File: src/rtl/mips_multicycle_controller.sv
// Main control FSM for the multicycle MIPS datapath.
// Sequences fetch/decode/execute/memory/writeback; memory stalls on mem_ready.
module mips_multicycle_controller (
   input  logic       clk,
   input  logic       reset_n,
   input  logic [5:0] op,
   input  logic       zero,
   input  logic       mem_ready,
   output logic [1:0] ALUop,
   output logic       ALUSrcA,
   output logic [1:0] ALUSrcB,
   output logic [1:0] PCSrc,
   output logic       IorD,
   output logic       IRWrite,
   output logic       PCWrite,
   output logic       Branch,
   output logic       MemWrite,
   output logic       RegWrite,
   output logic       PCEn,
   output logic       RegDst,
   output logic       MemtoReg,
   output logic       instr_done,
   output logic       illegal_op,
   output logic [3:0] state_dbg
);

   localparam logic [3:0] S_FETCH    = 4'd0;
   localparam logic [3:0] S_DECODE   = 4'd1;
   localparam logic [3:0] S_MEMADR   = 4'd2;
   localparam logic [3:0] S_MEMRD    = 4'd3;
   localparam logic [3:0] S_MEMWB    = 4'd4;
   localparam logic [3:0] S_MEMWR    = 4'd5;
   localparam logic [3:0] S_EXECUTE  = 4'd6;
   localparam logic [3:0] S_ALUWB    = 4'd7;
   localparam logic [3:0] S_BRANCH   = 4'd8;
   localparam logic [3:0] S_ADDIEXEC = 4'd9;
   localparam logic [3:0] S_ADDIWB   = 4'd10;
   localparam logic [3:0] S_JUMP     = 4'd11;

   localparam logic [5:0] OP_LW   = 6'b100011;
   localparam logic [5:0] OP_SW   = 6'b101011;
   localparam logic [5:0] OP_RT   = 6'b000000;
   localparam logic [5:0] OP_BEQ  = 6'b000100;
   localparam logic [5:0] OP_ADDI = 6'b001000;
   localparam logic [5:0] OP_J    = 6'b000010;

   logic [3:0] state_q, state_d;
   logic       op_ok;

   assign op_ok = (op == OP_LW) || (op == OP_SW) || (op == OP_RT) ||
                  (op == OP_BEQ) || (op == OP_ADDI) || (op == OP_J);

   always_ff @(posedge clk) begin
      if (!reset_n) state_q <= S_FETCH;
      else          state_q <= state_d;
   end

   always_comb begin
      state_d = S_FETCH;
      case (state_q)
         S_FETCH:    state_d = mem_ready ? S_DECODE : S_FETCH;
         S_DECODE: begin
            case (op)
               OP_LW, OP_SW: state_d = S_MEMADR;
               OP_RT:        state_d = S_EXECUTE;
               OP_BEQ:       state_d = S_BRANCH;
               OP_ADDI:      state_d = S_ADDIEXEC;
               OP_J:         state_d = S_JUMP;
               default:      state_d = S_FETCH;
            endcase
         end
         S_MEMADR:   state_d = (op == OP_SW) ? S_MEMWR : S_MEMRD;
         S_MEMRD:    state_d = mem_ready ? S_MEMWB : S_MEMRD;
         S_MEMWR:    state_d = mem_ready ? S_FETCH : S_MEMWR;
         S_EXECUTE:  state_d = S_ALUWB;
         S_ADDIEXEC: state_d = S_ADDIWB;
         default:    state_d = S_FETCH;
      endcase
   end

   always_comb begin
      ALUop      = 2'b00;
      ALUSrcA    = 1'b0;
      ALUSrcB    = 2'b00;
      PCSrc      = 2'b00;
      IorD       = 1'b0;
      IRWrite    = 1'b0;
      PCWrite    = 1'b0;
      Branch     = 1'b0;
      MemWrite   = 1'b0;
      RegWrite   = 1'b0;
      RegDst     = 1'b0;
      MemtoReg   = 1'b0;
      instr_done = 1'b0;
      illegal_op = 1'b0;
      state_dbg  = state_q;
      case (state_q)
         S_FETCH: begin
            ALUSrcB = 2'b01;
            IRWrite = mem_ready;
            PCWrite = mem_ready;
         end
         S_DECODE: begin
            ALUSrcB    = 2'b11;
            illegal_op = !op_ok;
            instr_done = !op_ok;
         end
         S_MEMADR: begin
            ALUSrcA = 1'b1;
            ALUSrcB = 2'b10;
         end
         S_MEMRD: IorD = 1'b1;
         S_MEMWB: begin
            MemtoReg   = 1'b1;
            RegWrite   = 1'b1;
            instr_done = 1'b1;
         end
         S_MEMWR: begin
            IorD       = 1'b1;
            MemWrite   = 1'b1;
            instr_done = mem_ready;
         end
         S_EXECUTE: begin
            ALUSrcA = 1'b1;
            ALUop   = 2'b10;
         end
         S_ALUWB: begin
            RegDst     = 1'b1;
            RegWrite   = 1'b1;
            instr_done = 1'b1;
         end
         S_BRANCH: begin
            ALUSrcA    = 1'b1;
            ALUop      = 2'b01;
            PCSrc      = 2'b01;
            Branch     = 1'b1;
            instr_done = 1'b1;
         end
         S_ADDIEXEC: begin
            ALUSrcA = 1'b1;
            ALUSrcB = 2'b10;
         end
         S_ADDIWB: begin
            RegWrite   = 1'b1;
            instr_done = 1'b1;
         end
         S_JUMP: begin
            PCSrc      = 2'b10;
            PCWrite    = 1'b1;
            instr_done = 1'b1;
         end
         default: ;
      endcase
      // reset aborts the instruction immediately: show FETCH, write nothing
      if (!reset_n) begin
         ALUop      = 2'b00;
         ALUSrcA    = 1'b0;
         ALUSrcB    = 2'b01;
         PCSrc      = 2'b00;
         IorD       = 1'b0;
         IRWrite    = 1'b0;
         PCWrite    = 1'b0;
         Branch     = 1'b0;
         MemWrite   = 1'b0;
         RegWrite   = 1'b0;
         RegDst     = 1'b0;
         MemtoReg   = 1'b0;
         instr_done = 1'b0;
         illegal_op = 1'b0;
         state_dbg  = 4'd0;
      end
   end

   assign PCEn = PCWrite | (Branch & zero);

endmodule

File: config.mk
export PLATFORM = sky130hd
export DESIGN_NAME = mips_multicycle_controller
export DESIGN_NICKNAME = d
export VERILOG_FILES = /design/src/rtl/mips_multicycle_controller.sv
export SDC_FILE = /design/constraint.sdc
export NUM_CORES = 1
export LEC_CHECK = 0
export ABC_AREA = 1
export CORE_AREA = 5 5 42 44
export DETAILED_ROUTE_END_ITERATION = 12
export DIE_AREA = 0 0 47 49
export DONT_BUFFER_PORTS = 1
export MAX_ROUTING_LAYER = met4
export PLACE_DENSITY = 0.66
export SKIP_CTS_REPAIR_TIMING = 1
export SYNTH_ARGS = -nofsm -noshare
export SYNTH_HDL_FRONTEND = slang
export SYNTH_SLANG_ARGS = --single-unit
File: constraint.sdc
create_clock -name clk -period 1.3 [get_ports clk]
set_input_delay 0.325 -clock clk [delete_from_list [all_inputs] [get_ports clk]]
set_output_delay 0.325 -clock clk [all_outputs]
set_load 0.1 [all_outputs]
==> flow_metrics.tcl, run 1 <==
set metrics [dict create \
    error_line "[ERROR DPL-0038] Utilization greater than 100%, impossible to legalize" \
    syn_nets 126 \
    rows 14 \
    synth_top_area_share_pct 15.7 \
    yosysSeqAreaShare_pct 12.9 \
    synth-seq-cells 4 \
    synth.avg_cell_area_um2 5.35 \
    portBuffers 0 \
    synth_warnings 0 \
    gp_congestion 0.887 \
    start_util_pct 44.3 \
    netlist_instances 116 \
    synth_cell_types 23 \
    die_x_um 47 \
    ios 32 \
    synth_area_leaders "nor2_1 (16%), nand2_1 (15%), dfxtp_1 (13%), inv_1 (11%), nand3_1 (9.7%)" \
    die_y_um 49 \
    outcome "stopped before the end" \
    yosysTopAreaCell "nor2_1" \
    synth_area_um2 621 \
    flow.stopped_at "detailed placement (3_5_place_dp)" \
]
==> through the flow <==
step / setup slack [ns] / setup TNS, ns
after global placement: -0.406 / -4.91
after floorplan: -1.20 / -10.20
==> cell families after synthesis <==
family	after synthesis	share of synthesized area, %
flops	4	12.9
buf+inv	25	19.0
simple gates	77	58.5
compound gates	10	9.68
==> cells in the mapped netlist (all sizes together) <==
cell type and count:
nor2 30, nand2 27, inv 21, nand3 13, a21oi 4, buf 4, dfxtp 4, nor3 4
nand4 3, o21ai 2, a211oi 1, a21o 1, a221oi 1, o22ai 1
==> run 2: changes to the inputs <==
- CORE_AREA: 5 5 42 44 -> 5 5 66 68
- DIE_AREA: 0 0 47 49 -> 0 0 71 73
- MAX_ROUTING_LAYER: met4 -> default
- PLACE_DENSITY: 0.66 -> default
- PLACE_DENSITY_LB_ADDON: default -> 0.15
- clock period: 1.3 -> 1.7 ns (I/O delays scaled with it)
==> run 2 against run 1 <==
  * The flow now finishes, with violations (negative setup slack)
  * Synthesized cell count unchanged
  * Synthesized area unchanged
==> flow_metrics.tcl, run 2 <==
set metrics [dict create \
    clk_pin_slew_worst_paths_ns 0.03 \
    post-route-util_pct 42.2 \
    synth_warnings 0 \
    final_cell_mix "buf_4 (27), buf_12 (19), nand2_1 (18)" \
    die_x_um 71 \
    syn_nets 126 \
    hold_end "state_q[2]" \
    cp-start-kind "flop" \
    instances_no_fill 215 \
    nNetsFinal 176 \
    gp_congestion 0.821 \
    grt_max_degree 8 \
    fin_ws_ns -0.159 \
    violations "negative setup slack" \
    holdWs_ns 0.467 \
    syn2layout_area_growth_pct 158 \
    synth.avg_cell_area_um2 5.35 \
    drv_slew 0 \
    grt_setup_unrepaired "true" \
    root_buffer "clkbuf_8" \
    tns_ns -1.43 \
    max-vdd-ir-drop_v 0.000145 \
    stdcell_area_mm2 0.00160 \
    clk_latency_ns 0.22 \
    cts_tree "built" \
    cp.arrival_ns 1.43 \
    drt-initial-drc-count 21 \
    dpl_cell_area_mm2 0.00144 \
    hold_class "in -> reg" \
    clock.fmax_ghz 0.538 \
    min_period_ns 1.86 \
    finClkSkew_ns 0.00306 \
    grt_first_pass_wirelength_mm 3.93 \
    portBuffers 0 \
    p_per_area_mw_per_mm2 336 \
    layout_commonest_cell "buf_4" \
    maxCapViolations 0 \
    drive_above_1_share_pct 63.0 \
    grt_usage_pct 9.29 \
    p_leak_nw 0.693 \
    placed_cells 206 \
    antenna_found_initial 0 \
    ys.flop_type "dfxtp_1" \
    ant_nets 0 \
    ff2ff_path_depth 9 \
    netlist_instances 116 \
    wl_mm 2.32 \
    hold_depth 4 \
    largest_reg_flops 4 \
    dieArea_mm2 0.00518 \
    synth_edf_count 0 \
    end_kind "output port" \
    first_pass_iters 4 \
    setup_viol 17 \
    path_class "reg -> out" \
    synth-seq-cells 4 \
    timing.rr.start "state_q[3]" \
    post-route-drc-count 0 \
    nFillCells 384 \
    synth_area_um2 621 \
    coreArea_mm2 0.00380 \
    synth_area_leaders "nor2_1 (16%), nand2_1 (15%), dfxtp_1 (13%), inv_1 (11%), nand3_1 (9.7%)" \
    synth_top_area_share_pct 15.7 \
    dp_hpwl_mm 2.04 \
    rows 23 \
    dpl_worst_slack_ns -0.156 \
    critPathMaxFanout 4 \
    grt_pass1_vias 943 \
    die_y_um 73 \
    cts_buffer_depth 2 \
    cts_buffers 3 \
    grt.overflow.total 0 \
    antennaDiodeCount 0 \
    min_period_over_period_pct 109 \
    crit_start "state_q[3]" \
    hold_start "mem_ready" \
    hold_viol_final 0 \
    vias 884 \
    top_register "state_q" \
    rrSetupSlack_ns 0.41 \
    wire_per_inst_um 10.8 \
    max_slew.worst_pin.slew_ns 0.279 \
    start_util_pct 16.3 \
    reg_top3 "state_q: 4 flops" \
    rr_endpoint "state_q[1]" \
    synth_most_common_cell "nor2_1" \
    viasPerCell 4.11 \
    cts_sinks 4 \
    relSlewSlack_pct 81.5 \
    cp.required_ns 1.27 \
    ios 32 \
    yosysSeqAreaShare_pct 12.9 \
    synth_common_cells "nor2_1 (26), nand2_1 (25), inv_1 (19)" \
    totalPowerFinal_mw 0.539 \
    outcome "finished, violations left" \
    synth_cell_types 23 \
    async_reset_ff_share_pct 0 \
    cts.htree.levels 1 \
    yosysTopAreaCell "nor2_1" \
]
-- run 2: where the power goes --
part           total [mW]  switching, mW  internal, mW
clock network       0.207         0.0474         0.160
registers          0.0997        0.00740        0.0924
logic               0.232          0.148        0.0838
total               0.539          0.203         0.336
-- run 2: area by class of cell --
type,instances,area (um^2),share of cell area [%]
clock buffers,4,45.0,2.81
inverters,21,90.1,5.62
multi-input cells,87,679,42.4
flip-flops and latches,4,95.1,5.93
well taps,50,62.6,3.90
repair buffers,49,631,39.3
-- run 2: how the worst max path moves through the flow --
stage                 endpoint  slack [ns]
detailed placement  instr_done       -0.16
floorplan                 PCEn       -0.95
global placement    instr_done       -0.12
global route              PCEn       -0.24
CTS                 instr_done       -0.37
finish              instr_done       -0.16
-- run 2: routing by layer --
layer  part of all wire (%)  routed length [um]  vias to the layer above  track usage [%]
met5                      0                   0                        -                0
met4                      0                   0                        0             3.34
met3                    7.5                 174                        0             3.03
met2                     53                1240                       27             16.6
met1                     39                 908                      396             10.3
li1                       -                   -                      461                -
-- run 2: cell families after synthesis --
family	count (synthesis)	share of synthesized area, %
compound gates	10	9.68
buf+inv	25	19.0
flops	4	12.9
simple gates	77	58.5
-- run 2: worst max-delay path: stages, from the launching register on --
cell     delay (ns)
dfxtp_4        0.36
inv_2          0.12
nand2_4        0.08
nor2_4         0.13
nand2_1        0.07
nand4_1        0.10
nor2_2         0.06
nor2_4         0.12
buf_12         0.18
(Power assumes the default switching activity.)
